[src/rtl/uart_tx_fifo.sv]
// uart_tx_fifo: parametrised UART transmitter with an integrated baud divider
// and a TX FIFO. Frames are start + n data bits (LSB first) + optional parity
// + one or two stop bits; queued words are sent back-to-back.
module uart_tx_fifo #(
  parameter int MAX_BITS   = 9,
  parameter int FIFO_DEPTH = 8,
  parameter int DIV_W      = 9,
  parameter int OVERSAMPLE = 16
) (
  input  logic                        clock,
  input  logic                        reset,
  input  logic [DIV_W-1:0]            baud_div,
  input  logic [3:0]                  n_bits,
  input  logic [1:0]                  parity_mode,
  input  logic                        two_stop,
  input  logic [MAX_BITS-1:0]         tx_data,
  input  logic                        tx_valid,
  output logic                        tx_ready,
  output logic                        tx_out,
  output logic                        tx_busy,
  output logic                        tx_done,
  output logic [$clog2(FIFO_DEPTH):0] fifo_count
);

  localparam int PTR_W = $clog2(FIFO_DEPTH);
  localparam int CNT_W = PTR_W + 1;
  localparam int SUB_W = $clog2(OVERSAMPLE);

  localparam logic [CNT_W-1:0] DEPTH_C  = CNT_W'(FIFO_DEPTH);
  localparam logic [SUB_W-1:0] SUB_LAST = SUB_W'(OVERSAMPLE - 1);
  localparam logic [3:0]       MINB_C   = 4'd5;
  localparam logic [3:0]       MAXB_C   = 4'(MAX_BITS);

  typedef enum logic [2:0] {
    S_IDLE   = 3'd0,
    S_START  = 3'd1,
    S_DATA   = 3'd2,
    S_PARITY = 3'd3,
    S_STOP   = 3'd4
  } state_t;

  // Clamp the requested data width into the supported 5..MAX_BITS range.
  function automatic logic [3:0] clamp_bits(input logic [3:0] n);
    logic [3:0] r;
    if (n < MINB_C) begin
      r = MINB_C;
    end else if (n > MAXB_C) begin
      r = MAXB_C;
    end else begin
      r = n;
    end
    return r;
  endfunction

  // Parity over the n least-significant bits; odd=1 seeds the XOR with one.
  function automatic logic calc_parity(input logic [MAX_BITS-1:0] d,
                                       input logic [3:0]          n,
                                       input logic                odd);
    logic acc;
    acc = odd;
    for (int i = 0; i < MAX_BITS; i++) begin
      if (4'(i) < n) begin
        acc = acc ^ d[i];
      end else begin
        acc = acc;
      end
    end
    return acc;
  endfunction

  // Registered state
  state_t                state_q, state_d;
  logic [DIV_W-1:0]      div_cnt_q, div_cnt_d;
  logic [DIV_W-1:0]      div_lat_q, div_lat_d;
  logic [SUB_W-1:0]      sub_q, sub_d;
  logic [3:0]            bit_q, bit_d;
  logic [MAX_BITS-1:0]   shift_q, shift_d;
  logic [3:0]            n_q, n_d;
  logic                  par_en_q, par_en_d;
  logic                  par_bit_q, par_bit_d;
  logic                  two_q, two_d;
  logic                  stop_q, stop_d;
  logic                  tx_q, tx_d;
  logic                  busy_q, busy_d;
  logic                  done_q, done_d;
  logic                  ready_q, ready_d;
  logic [CNT_W-1:0]      cnt_q, cnt_d;
  logic [PTR_W-1:0]      wr_ptr_q, wr_ptr_d;
  logic [PTR_W-1:0]      rd_ptr_q, rd_ptr_d;
  logic [MAX_BITS-1:0]   mem_q [FIFO_DEPTH];

  // Combinational helpers
  logic [DIV_W-1:0]      div_eff_s;
  logic                  tick_s;
  logic                  bit_end_s;
  logic                  has_data_s;
  logic                  load_s;
  logic                  pop_s;
  logic                  push_s;
  logic [MAX_BITS-1:0]   head_s;

  // Baud divider: counter wraps at the latched divisor, a new divisor is sampled on each wrap.
  always_comb begin
    if (div_lat_q == '0) begin
      div_eff_s = DIV_W'(1);
    end else begin
      div_eff_s = div_lat_q;
    end
    tick_s = (div_cnt_q == (div_eff_s - DIV_W'(1)));
    if (tick_s) begin
      div_cnt_d = '0;
      div_lat_d = baud_div;
    end else begin
      div_cnt_d = div_cnt_q + DIV_W'(1);
      div_lat_d = div_lat_q;
    end
  end

  assign bit_end_s  = tick_s && (sub_q == SUB_LAST);
  assign has_data_s = (cnt_q != '0);
  assign head_s     = mem_q[rd_ptr_q];

  // Frame sequencer: next state, next line level and frame-config latching.
  always_comb begin
    state_d   = state_q;
    sub_d     = sub_q;
    bit_d     = bit_q;
    shift_d   = shift_q;
    n_d       = n_q;
    par_en_d  = par_en_q;
    par_bit_d = par_bit_q;
    two_d     = two_q;
    stop_d    = stop_q;
    tx_d      = tx_q;
    done_d    = 1'b0;
    load_s    = 1'b0;
    pop_s     = 1'b0;

    if (tick_s && (state_q != S_IDLE)) begin
      if (sub_q == SUB_LAST) begin
        sub_d = '0;
      end else begin
        sub_d = sub_q + SUB_W'(1);
      end
    end else begin
      sub_d = sub_q;
    end

    case (state_q)
      S_IDLE: begin
        tx_d = 1'b1;
        if (tick_s && has_data_s) begin
          load_s  = 1'b1;
          state_d = S_START;
          tx_d    = 1'b0;
        end else begin
          state_d = S_IDLE;
        end
      end
      S_START: begin
        if (bit_end_s) begin
          state_d = S_DATA;
          tx_d    = shift_q[0];
          bit_d   = 4'd0;
        end else begin
          state_d = S_START;
        end
      end
      S_DATA: begin
        if (bit_end_s) begin
          if (bit_q == (n_q - 4'd1)) begin
            if (par_en_q) begin
              state_d = S_PARITY;
              tx_d    = par_bit_q;
            end else begin
              state_d = S_STOP;
              tx_d    = 1'b1;
              stop_d  = 1'b0;
            end
          end else begin
            bit_d   = bit_q + 4'd1;
            shift_d = shift_q >> 1;
            tx_d    = shift_q[1];
          end
        end else begin
          state_d = S_DATA;
        end
      end
      S_PARITY: begin
        if (bit_end_s) begin
          state_d = S_STOP;
          tx_d    = 1'b1;
          stop_d  = 1'b0;
        end else begin
          state_d = S_PARITY;
        end
      end
      S_STOP: begin
        if (bit_end_s) begin
          if (two_q && !stop_q) begin
            stop_d = 1'b1;
          end else begin
            done_d = 1'b1;
            if (has_data_s) begin
              load_s  = 1'b1;
              state_d = S_START;
              tx_d    = 1'b0;
            end else begin
              state_d = S_IDLE;
              tx_d    = 1'b1;
            end
          end
        end else begin
          state_d = S_STOP;
        end
      end
      default: begin
        state_d = S_IDLE;
        tx_d    = 1'b1;
      end
    endcase

    // Starting a frame pops the head word and freezes the frame config.
    if (load_s) begin
      pop_s     = 1'b1;
      shift_d   = head_s;
      n_d       = clamp_bits(n_bits);
      par_en_d  = (parity_mode == 2'b01) || (parity_mode == 2'b10);
      par_bit_d = calc_parity(head_s, clamp_bits(n_bits), parity_mode == 2'b10);
      two_d     = two_stop;
      sub_d     = '0;
      bit_d     = 4'd0;
      stop_d    = 1'b0;
    end else begin
      pop_s     = 1'b0;
    end

    busy_d = (state_d != S_IDLE);
  end

  // FIFO bookkeeping: pointers, occupancy and the registered ready flag.
  always_comb begin
    push_s = tx_valid && ready_q;
    if (push_s) begin
      wr_ptr_d = wr_ptr_q + PTR_W'(1);
    end else begin
      wr_ptr_d = wr_ptr_q;
    end
    if (pop_s) begin
      rd_ptr_d = rd_ptr_q + PTR_W'(1);
    end else begin
      rd_ptr_d = rd_ptr_q;
    end
    case ({push_s, pop_s})
      2'b10:   cnt_d = cnt_q + CNT_W'(1);
      2'b01:   cnt_d = cnt_q - CNT_W'(1);
      default: cnt_d = cnt_q;
    endcase
    ready_d = (cnt_d < DEPTH_C);
  end

  // FIFO storage; contents need no reset since occupancy gates every read.
  always_ff @(posedge clock) begin
    if (push_s) begin
      mem_q[wr_ptr_q] <= tx_data;
    end
  end

  // State register with asynchronous active-low reset; reset forces the line idle.
  always_ff @(posedge clock or negedge reset) begin
    if (!reset) begin
      state_q   <= S_IDLE;
      div_cnt_q <= '0;
      div_lat_q <= '0;
      sub_q     <= '0;
      bit_q     <= 4'd0;
      shift_q   <= '0;
      n_q       <= MINB_C;
      par_en_q  <= 1'b0;
      par_bit_q <= 1'b0;
      two_q     <= 1'b0;
      stop_q    <= 1'b0;
      tx_q      <= 1'b1;
      busy_q    <= 1'b0;
      done_q    <= 1'b0;
      ready_q   <= 1'b1;
      cnt_q     <= '0;
      wr_ptr_q  <= '0;
      rd_ptr_q  <= '0;
    end else begin
      state_q   <= state_d;
      div_cnt_q <= div_cnt_d;
      div_lat_q <= div_lat_d;
      sub_q     <= sub_d;
      bit_q     <= bit_d;
      shift_q   <= shift_d;
      n_q       <= n_d;
      par_en_q  <= par_en_d;
      par_bit_q <= par_bit_d;
      two_q     <= two_d;
      stop_q    <= stop_d;
      tx_q      <= tx_d;
      busy_q    <= busy_d;
      done_q    <= done_d;
      ready_q   <= ready_d;
      cnt_q     <= cnt_d;
      wr_ptr_q  <= wr_ptr_d;
      rd_ptr_q  <= rd_ptr_d;
    end
  end

  assign tx_out     = tx_q;
  assign tx_busy    = busy_q;
  assign tx_done    = done_q;
  assign tx_ready   = ready_q;
  assign fifo_count = cnt_q;

endmodule
[config.mk]
export PLATFORM = sky130hd
export DESIGN_NAME = uart_tx_fifo
export DESIGN_NICKNAME = d
export VERILOG_FILES = /design/src/rtl/uart_tx_fifo.sv
export SDC_FILE = /design/constraint.sdc
export NUM_CORES = 1
export LEC_CHECK = 0
export BUFFER_PORTS_ARGS = -buffer_cell sky130_fd_sc_hd__buf_2
export CAP_MARGIN = 20
export CORE_MARGIN = 4
export CORE_UTILIZATION = 50
export DETAILED_ROUTE_END_ITERATION = 10
export PLACE_DENSITY = 0.7
export RECOVER_POWER = 100
export SLEW_MARGIN = 20
export SYNTH_ARGS = -nofsm -noshare
export SYNTH_HDL_FRONTEND = slang
export SYNTH_SLANG_ARGS = --single-unit
[constraint.sdc]
create_clock -name clock -period 4.1 [get_ports clock]
set_input_delay 0.82 -clock clock [delete_from_list [all_inputs] [get_ports clock]]
set_output_delay 0.82 -clock clock [all_outputs]
set_load 0.1 [all_outputs]
==> impl_results.md, run 1 <==
- Status: finished, violations left
- Violated checks: max-capacitance violations, max-slew violations
- Final Max Slew Viols: 52
- Slew @ Worst Pin: 2.260 ns
- CP peak stage delay: between 0.5 and 0.6 ns
- Net Sw Frac: 26.92%
- DR pass1 iterations: 4
- Worst EP arrival: 4.10 ns
- Area post-placement: around 6600 um2
- Area Overhead vs Synth: 15.61%
- Max Freq: 0.2627 GHz
- FF-to-FF setup slack: 0.29 ns
- Seq pwr share: a little over two fifths
- Detailed Route Iter0 Violations: 197
- Initial antenna violation count: 0
- TNS Setup: 0 ns
- Setup CP Type: flop to flop
- Nets: 571
- Die area: about 14000 um2
- Post-synth EDFFs: 72
- Initial Utilization: about half
- Top FF cell, synth: edfxtp_1
- CP max-delay cell: or4_4
- GRT Total Usage: roughly 18%
- Synth unique cells: 55
- Post-Syn Area: 6171 um2
- Rel. slew slack: -50.67%
- Commonest non-fill, non-tap cell in the layout: edfxtp_1
- Max Fanout on Critical Path: 12
- CTS tree: yes
- Post-synthesis sequential area ratio: 59.45%
- Yosys reg bits: 132
- Min-Delay Path Class: flop to flop
- Max-cap violations: 2
- Critical Path Sink Type: flop
- DRT Wirelength: 11770 um
- Ys async rst share: 45.45%
- Final setup viols: 0
- Commonest cells after routing, fill and taps aside: 72 x edfxtp_1, 60 x nand2_1, 56 x dfrtp_1
- Ports: 36
- Finished Cell Area: between 7000 and 8000 um2
- N_diodes: 0
- Die Width: 119.1 um
- # resized after CTS: 0
- Die height: 119.1 um
- Longest Clk Path Bufs: 2
- Tot Pwr: 3.786 mW
- Post-Synthesis Cells: 485
- CP dominant cell by count: clkbuf_1
- ANT nets after route: 0
- Worst Clk Skew: ~0.008 ns
- Static leakage: 2.758 nW
- Core area: 12060 um2
- Max H-tree Level: 4
- TritonCTS Buffers: 17
- Fill cells: 973
- Warnings, synthesis: 0
- Worst-path clk slew: 0.06 ns
- Startpoint types: flop
- PortBufs: 35
- Tmin final: 3.807 ns
- Final hold violation count: 0
- DRC: 0
- Syn Area/Cell: 12.72 um2
- Final worst-path cycle share: between 90% and 100%
- Total grt overflow: 0
- Later-pin clock latency in the skew report: 0.41 ns
- Crit path required time: 4.39 ns
- Peak supply drop: 0.5061 mV
- CTS sink count: 132
- Via Count: 3828
- Vias in the first global route: approximately 3.9k
- Hold-fix buffers, CTS: 0
- Combinational share of power: ~14%
- Rows: 40
- Syn_nets: 524
- Largest net degree at the start of global routing: between 40 and 50
- Share of layout cells above drive strength 1: 14.68%
- Root Buffer: clkbuf_16
- RSZ-0062 raised after global routing: no
- Cell-internal power: 2.767 mW
- Crit path cell chain: or4_4 -> nor3_2 -> nor2_1 -> ha_1 -> nor3b_2 -> mux2_2 -> mux2i_1 -> o21ai_0 -> clkbuf_1 -> nand4_1 -> clkbuf_1 -> nor3b_1 -> a211o_2 -> xnor2_1
- Detailed Place HPWL: 7897 um
- Clock power share: between 40% and 50%
- Wire per inst: 16.51 um
- Setup repair bufs after CTS: 0
- Hold Slack: just under 0.5 ns
- Psw: about 1.0 mW
- Global-route wire length before repair: 19840 um
- GP Congestion: 0.7987
- PD cells: ~530 nW/um2
- Vias/cell: 5.369
-- worst paths after layout --
check / cells after the start / startpoint / endpoint
max: 14 / div_lat_q[2] / flop
min: 2 / two_q / two_q
max reg2reg: 14 / div_lat_q[2] / flop
min reg2reg: 2 / two_q / two_q
max in group asynchronous: 2 / reset / shift_q[0]
min in group asynchronous: 1 / reset / div_cnt_q[5]
-- cell families (layout without fill, tap and decap cells) --
family / count (synthesis) / in the layout / synth area share [%]
AO/OA/AOI/OAI: 56 / 56 / 5.738
XOR/XNOR: 38 / 38 / 5.393
AND/OR/NAND/NOR: 165 / 165 / 13.06
buffers and inverters: 26 / 86 / 1.926
flip-flops: 132 / 132 / 59.45
multiplexers: 57 / 57 / 12.21
adder cells (fa/ha/maj): 11 / 11 / 2.230
-- cell usage after synthesis (11+ instances only) --
cell | n | area, um2
nand3_1 | 23 | 115.1
mux2i_1 | 37 | 370.4
dfrtp_1 | 56 | 1401
nor2_1 | 32 | 120.1
ha_1 | 11 | 137.6
xnor2_1 | 24 | 210.2
nand2_1 | 60 | 225.2
mux4_2 | 14 | 315.3
o21ai_0 | 17 | 85.08
xor2_1 | 14 | 122.6
a21oi_1 | 15 | 75.07
edfxtp_1 | 72 | 2162
-- metrics by stage --
step	utilization, %	instances	setup WS (ns)
finish	59.15	713	0.2933
floorplan	-	485	0.1844
CTS	59.68	713	0.2994
global route	59.15	713	0.03947
detailed placement	54.38	681	0.3341
global placement	54.38	681	0.4468
-- registers in the layout, indices dropped and copies added (netlist names), 4 cells and up, named ones only --
name	flops
bit_q	4
div_cnt_q	9
div_lat_q	9
mem_q	72
n_q	4
shift_q	9
sub_q	4
-- worst max-delay path, delay by kind of cell (launching register included) --
kind | cells | cell delay [ns]
compound gates | 2 | 0.44
xor+xnor | 1 | 0.14
fa+ha+maj | 1 | 0.23
buf+inv | 2 | 0.70
flops | 1 | 0.44
mux | 2 | 0.41
simple gates | 6 | 1.34
-- power groups by stage --
stage	Combinational [mW]	Sequential [mW]	Clock, mW
floorplan	0.231	1.80	0
global placement	0.536	1.64	0
detailed placement	0.549	1.65	0
CTS	0.555	1.63	1.66
global route	0.573	1.64	1.72
finish	0.531	1.62	1.63
-- routing by layer --
layer  vias to the layer above  part of all wire, %  GRT usage, %
met5                         -                    0             0
met2                        60                   51         29.57
met3                        16                  3.5         4.511
li1                       1866                    -             -
met1                      1886                   44         22.49
met4                         0                  1.5         7.169
-- area by class of cell --
class                           instances  area [um2]  area share, %
Inverter                                7       26.28         0.3683
Clock buffer                           20       436.7          6.121
Multi-Input combinational cell        327        2379          33.34
Sequential cell                       132        3669          51.42
Timing Repair Buffer                   47       211.5          2.964
Clock inverter                         12       202.7          2.841
Tap cell                              168       210.2          2.946
Note: power is estimated with default switching activity, not from simulation.
==> run 2, diff against run 1 <==
--- a/config.mk
+++ b/config.mk
@@ -10,7 +10,7 @@
 export CORE_MARGIN = 4
 export CORE_UTILIZATION = 50
 export DETAILED_ROUTE_END_ITERATION = 10
-export PLACE_DENSITY = 0.7
+export PLACE_DENSITY = 0.77
 export RECOVER_POWER = 100
 export SLEW_MARGIN = 20
 export SYNTH_ARGS = -nofsm -noshare
==> impl_results.md, run 2 (synthesis gave the netlist of run 1 again) <==
- PD cells: 506.7 nW/um2 (was 530.7 nW/um2)
- Worst EP arrival: 4.09 ns (was 4.10 ns)
- TritonCTS Buffers: 17 (unchanged)
- Initial antenna violation count: 0 (unchanged)
- Max H-tree Level: 4 (unchanged)
- CP peak stage delay: 0.59 ns (was 0.58 ns)
- Area Overhead vs Synth: 14.05% (was 15.61%)
- R2R cell count: 15 (was 14)
- Setup CP Type: flop to flop (unchanged)
- CTS tree: yes (unchanged)
- Number of flip-flops in the largest register: 72 (unchanged)
- Max-cap violations: 2 (unchanged)
- Die Width: 119.1 um (unchanged)
- Static leakage: 2.722 nW (was 2.758 nW)
- Via Count: 3954 (was 3828)
- Worst Clk Skew: 0.01622 ns (was 0.008124 ns)
- WHS Path Cells: 2 (unchanged)
- Commonest cells after routing, fill and taps aside: 72 x edfxtp_1, 60 x nand2_1, 56 x dfrtp_1 (unchanged)
- N_diodes: 0 (unchanged)
- GP Congestion: 0.8656 (was 0.7987)
- Rel. slew slack: -41.79% (was -50.67%)
- Longest Clk Path Bufs: 2 (unchanged)
- Root Buffer: clkbuf_16 (unchanged)
- Max Freq: 0.2633 GHz (was 0.2627 GHz)
- DRT Wirelength: 12040 um (was 11770 um)
- Final Non-Filler Cells: 710 (was 713)
- RSZ-0062 raised after global routing: no (unchanged)
- Hold Startpoint: two_q (unchanged)
- Die area: 14180 um2 (unchanged)
- Peak supply drop: 0.4330 mV (was 0.5061 mV)
- WP buf/inv: 0 (was 2)
- Die height: 119.1 um (unchanged)
- Final setup viols: 0 (unchanged)
- Ports: 36 (unchanged)
- Nets: 568 (was 571)
- Slew @ Worst Pin: 2.127 ns (was 2.260 ns)
- Crit path required time: 4.40 ns (was 4.39 ns)
- Crit path max-delay family: simple AND/OR/NAND/NOR gates (unchanged)
- Initial Utilization: 51.16% (unchanged)
- Commonest non-fill, non-tap cell in the layout: edfxtp_1 (unchanged)
- Share of layout cells above drive strength 1: 15.13% (was 14.68%)
- Tmin final: 3.797 ns (was 3.807 ns)
- Startpoint types: flop (unchanged)
- ANT nets after route: 0 (unchanged)
- Area post-placement: 6536 um2 (was 6559 um2)
- Fill cells: 952 (was 973)
- Vias in the first global route: 4088 (was 3926)
- DR pass1 iterations: 7 (was 4)
- Status: finished, violations left (unchanged)
- Critical Path Sink Type: flop (unchanged)
- Crit path cell chain: or4_4 -> nor3_2 -> nor2_1 -> ha_1 -> nor3b_1 -> mux2_2 -> mux2i_1 -> o21ai_0 -> and3_1 -> and3_1 -> ha_1 -> o21a_1 -> a21oi_1 -> a211o_2 -> xnor2_1 (was or4_4 -> nor3_2 -> nor2_1 -> ha_1 -> nor3b_2 -> mux2_2 -> mux2i_1 -> o21ai_0 -> clkbuf_1 -> nand4_1 -> clkbuf_1 -> nor3b_1 -> a211o_2 -> xnor2_1)
- Most flop-heavy register: mem_q (unchanged)
- Max Fanout on Critical Path: 8 (was 12)
- Final worst-path cycle share: 92.62% (was 92.85%)
- Worst r2r src: div_lat_q[4] (was div_lat_q[2])
- # resized after CTS: 0 (unchanged)
- Final Max Slew Viols: 51 (was 52)
- PortBufs: 35 (unchanged)
- WHS Endpoint: two_q (unchanged)
- Core area: 12060 um2 (unchanged)
- Rows: 40 (unchanged)
- DRC: 0 (unchanged)
- Setup repair bufs after CTS: 0 (unchanged)
- Min-Delay Path Class: flop to flop (unchanged)
- Global-route wire length before repair: 20240 um (was 19840 um)
- Hold-fix buffers, CTS: 0 (unchanged)
- Finished Cell Area: 7038 um2 (was 7134 um2)
- Vias/cell: 5.569 (was 5.369)
- Worst-path clk slew: 0.06 ns (about the same)
- TNS Setup: 0 ns (unchanged)
- Dpl cells: 678 (was 681)
- Total grt overflow: 0 (unchanged)
- Final hold violation count: 0 (unchanged)
- Violated checks: max-capacitance violations, max-slew violations (unchanged)
- CP max-delay cell: or4_4 (unchanged)
- FF-to-FF setup slack: 0.30 ns (was 0.29 ns)
- CTS sink count: 132 (unchanged)
- GRT Total Usage: 18.38% (was 17.85%)
- Detailed Place HPWL: 8156 um (was 7897 um)
- Later-pin clock latency in the skew report: 0.42 ns (was 0.41 ns)
- Detailed Route Iter0 Violations: 215 (was 197)
- Core Util, Final: 58.35% (was 59.15%)
- Wire per inst: 16.96 um (was 16.51 um)
- Largest net degree at the start of global routing: 41 (was 42)
==> run 2: cell count changes in the layout (fill, tap and decap cells not counted), sizes merged <==
cell	before	now
bufinv	5	1
clkbuf	47	41
clkinv	4	7
clkinvlp	1	2
inv	9	12
==> run 2: how the worst max path moves through the flow <==
stage | from | to | cells after the start
floorplan | div_lat_q[4] | flop | 18
global placement | div_lat_q[2] | flop | 15
detailed placement | div_lat_q[2] | flop | 15
CTS | div_lat_q[2] | flop | 15
global route | div_lat_q[4] | flop | 15
finish | div_lat_q[4] | flop | 15
==> run 2: per-stage QoR <==
| stage | total power, mW | worst slack, ns | hold slack, ns |
|---|---|---|---|
| global route | 3.719 | 0.02503 | 0.4884 |
| global placement | 2.178 | 0.4653 | 0.4562 |
| floorplan | 2.031 | 0.1844 | 0.4386 |
| finish | 3.566 | 0.3025 | 0.4651 |
| CTS | 3.619 | 0.3105 | 0.4680 |
| detailed placement | 2.200 | 0.3261 | 0.4555 |
==> run 2: report_power, final <==
group          switching, mW  leakage [nW]  internal, mW
Sequential            0.0793          1.37          1.54
Combinational          0.388          1.08         0.145
Clock                  0.573         0.271         0.837
Total                   1.04          2.72          2.53
==> run 2: layout make-up <==
cell class	count	area, um2	area share (%)
clock inverter	15	131.4	1.867
sequential	132	3669	52.12
inverter	7	26.28	0.3733
multi-input combinational	327	2374	33.72
clock buffer	17	425.4	6.044
tap	168	210.2	2.987
timing repair buffer	44	202.7	2.880
==> run 2: worst reg2reg max path: cells and delay by family, from the launching register on <==
family | cells | cell delay, ns
AND/OR/NAND/NOR | 6 | 1.42
multiplexers | 2 | 0.41
AO/OA/AOI/OAI | 4 | 0.67
XOR/XNOR | 1 | 0.12
adder cells (fa/ha/maj) | 2 | 0.57
flip-flops | 1 | 0.48
==> run 2: per-layer routing <==
metal | up-vias | wire, um | GRT usage, %
li1 | 1860 | - | -
met1 | 1966 | 5046 | 22.73
met2 | 115 | 6220 | 30.52
met3 | 13 | 614 | 5.081
met4 | 0 | 161 | 7.531
met5 | - | 0 | 0
==> run 3, diff against run 2 <==
--- a/config.mk
+++ b/config.mk
@@ -9,9 +9,11 @@
 export CAP_MARGIN = 20
 export CORE_MARGIN = 4
 export CORE_UTILIZATION = 50
+export CTS_CLUSTER_SIZE = 40
 export DETAILED_ROUTE_END_ITERATION = 10
 export PLACE_DENSITY = 0.77
-export RECOVER_POWER = 100
+export RECOVER_POWER = 50
+export SKIP_CTS_REPAIR_TIMING = 1
 export SLEW_MARGIN = 20
 export SYNTH_ARGS = -nofsm -noshare
 export SYNTH_HDL_FRONTEND = slang
==> impl_results.md, run 3 (synthesis gave the netlist of run 1 again) <==
- Status: finished, violations left (unchanged)
- Violated checks: max-capacitance violations, max-slew violations (unchanged)
- DR pass1 iterations: 4 (was 7)
- Clock power share: 39.5% (was 39.6%)
- Hold Startpoint: two_q (unchanged)
- Crit path required time: 4.37 ns (was 4.40 ns)
- Net Sw Frac: 29.16% (was 29.19%)
- PortBufs: 35 (unchanged)
- Commonest cells after routing, fill and taps aside: 72 x edfxtp_1, 60 x nand2_1, 56 x dfrtp_1 (unchanged)
- DRT Wirelength: 11990 um (was 12040 um)
- Tmin final: 3.794 ns (was 3.797 ns)
- Vias/cell: 5.507 (was 5.569)
- Longest Clk Path Bufs: 2 (unchanged)
- Worst r2r src: div_lat_q[2] (was div_lat_q[4])
- Rows: 40 (unchanged)
- Largest net degree at the start of global routing: 41 (unchanged)
- Vias in the first global route: 4088 (unchanged)
- Max H-tree Level: 4 (unchanged)
- Total grt overflow: 0 (unchanged)
- Nets: 568 (unchanged)
- Critical Path Sink Type: flop (unchanged)
- Psw: 1.043 mW (was 1.041 mW)
- Later-pin clock latency in the skew report: 0.42 ns (about the same)
- Via Count: 3910 (was 3954)
- Initial antenna violation count: 0 (unchanged)
- PD cells: 505.6 nW/um2 (was 506.7 nW/um2)
- Combinational share of power: 15.1% (was 14.9%)
- GP Congestion: 0.8656 (unchanged)
- Crit path cell chain: or4_4 -> nor3_2 -> nor2_1 -> ha_1 -> xor2_1 -> nand2_1 -> a211o_1 -> nor4_4 -> and3_1 -> and2_1 -> nand2_1 -> xnor2_1 (was or4_4 -> nor3_2 -> nor2_1 -> ha_1 -> nor3b_1 -> mux2_2 -> mux2i_1 -> o21ai_0 -> and3_1 -> and3_1 -> ha_1 -> o21a_1 -> a21oi_1 -> a211o_2 -> xnor2_1)
- CTS tree: yes (unchanged)
- N_diodes: 0 (unchanged)
- Core area: 12060 um2 (unchanged)
- Initial Utilization: 51.16% (unchanged)
- Worst-path clk slew: 0.06 ns (about the same)
- Worst EP arrival: 4.07 ns (was 4.09 ns)
- Die Width: 119.1 um (unchanged)
- Most flop-heavy register: mem_q (unchanged)
- Rel. slew slack: -40.17% (was -41.79%)
- TNS Setup: 0 ns (unchanged)
- Area Overhead vs Synth: 14.60% (was 14.05%)
- Seq pwr share: 45.4% (was 45.5%)
- Startpoint types: flop (unchanged)
- Final Max Slew Viols: 41 (was 51)
- Max Freq: 0.2636 GHz (was 0.2633 GHz)
- Tot Pwr: 3.575 mW (was 3.566 mW)
- Max-cap violations: 1 (was 2)
- Die area: 14180 um2 (unchanged)
- Max Fanout on Critical Path: 11 (was 8)
- Global-route wire length before repair: 20240 um (unchanged)
- Root Buffer: clkbuf_16 (unchanged)
- Final setup viols: 0 (unchanged)
- Peak supply drop: 0.4328 mV (was 0.4330 mV)
- Final hold violation count: 0 (unchanged)
- Worst Clk Skew: 0.01390 ns (was 0.01622 ns)
- Static leakage: 2.754 nW (was 2.722 nW)
- DRC: 0 (unchanged)
- Die height: 119.1 um (unchanged)
- Detailed Route Iter0 Violations: 201 (was 215)
- Min-Delay Path Class: flop to flop (unchanged)
- Crit. Startpoint: div_lat_q[2] (was div_lat_q[4])
- Slew @ Worst Pin: 2.103 ns (was 2.127 ns)
- Number of flip-flops in the largest register: 72 (unchanged)
- CTS sink count: 132 (unchanged)
- ANT nets after route: 0 (unchanged)
- CP max-delay cell: or4_4 (unchanged)
- CP peak stage delay: 0.58 ns (was 0.59 ns)
- RSZ-0062 raised after global routing: no (unchanged)
- GRT Total Usage: 18.38% (unchanged)
- Setup CP Type: flop to flop (unchanged)
- Commonest non-fill, non-tap cell in the layout: edfxtp_1 (unchanged)
- Share of layout cells above drive strength 1: 17.34% (was 15.13%)
- Final worst-path cycle share: 92.54% (was 92.62%)
- Wire per inst: 16.89 um (was 16.96 um)
- CP dominant cell by count: nand2_1
- Detailed Place HPWL: 8156 um (unchanged)
- TritonCTS Buffers: 17 (unchanged)
- Ports: 36 (unchanged)
- Cell-internal power: 2.533 mW (was 2.525 mW)
[run 3: cell types whose count changed in the layout (fill, tap and decap cells not counted), sizes merged]
cell,previous run,this run
buf,20,31
clkbuf,41,30
[run 3: worst max-delay path: cells and delay by family, from the launching register on]
family	cells	cell delay [ns]
DFF	1	0.44
adders and majority gates	1	0.31
AOI/OAI and AO/OA	1	0.26
xor gates and xnor gates	2	0.31
and+or+nand+nor	8	2.34
[run 3: final timing paths]
check / slack [ns] / endpoint / depth (start not counted)
max in group asynchronous: 1.26 / n_q[3] / 2
hold reg to reg: 0.46 / two_q / 2
setup / recovery: 0.31 / rd_ptr_q[2] / 12
min in group asynchronous: 1.01 / div_cnt_q[8] / 1
hold / removal: 0.46 / two_q / 2
setup reg to reg: 0.31 / rd_ptr_q[2] / 12
[run 3: area by class of cell]
cell class,count,area (um2)
Clock buffer,17,425.4
Clock inverter,15,131.4
Tap cell,168,210.2
Fill cell,939,4990
Inverter,7,26.28
Timing Repair Buffer,44,221.5
Multi-Input combinational cell,327,2389
Sequential cell,132,3669
[run 3: power groups by stage]
| stage | logic, mW | registers (mW) | clock network (mW) |
|---|---|---|---|
| after floorplan | 0.231 | 1.80 | 0 |
| after global placement | 0.538 | 1.64 | 0 |
| after detailed placement | 0.551 | 1.65 | 0 |
| after CTS | 0.554 | 1.63 | 1.44 |
| after global routing | 0.584 | 1.64 | 1.50 |
| final | 0.540 | 1.62 | 1.41 |
[run 3: metrics by stage]
stage	cells	cell area [um2]	setup slack (ns)	util (%)	hold slack (ns)
floorplan	485	6171	0.1844	-	0.4386
global placement	678	6536	0.4653	54.19	0.4562
detailed placement	678	6536	0.3261	54.19	0.4555
CTS	710	7093	0.3105	58.81	0.4680
global route	710	7072	0.04257	58.63	0.4884
finish	710	7072	0.3060	58.63	0.4649
[run 3: metal layers]
metal  vias up  routed length, um  global-route usage, %
met5         -                  0                      0
met3        18                525                  5.081
met1      1941               5012                  22.73
li1       1860                  -                      -
met2        91               6270                  30.52
met4         0                180                  7.531
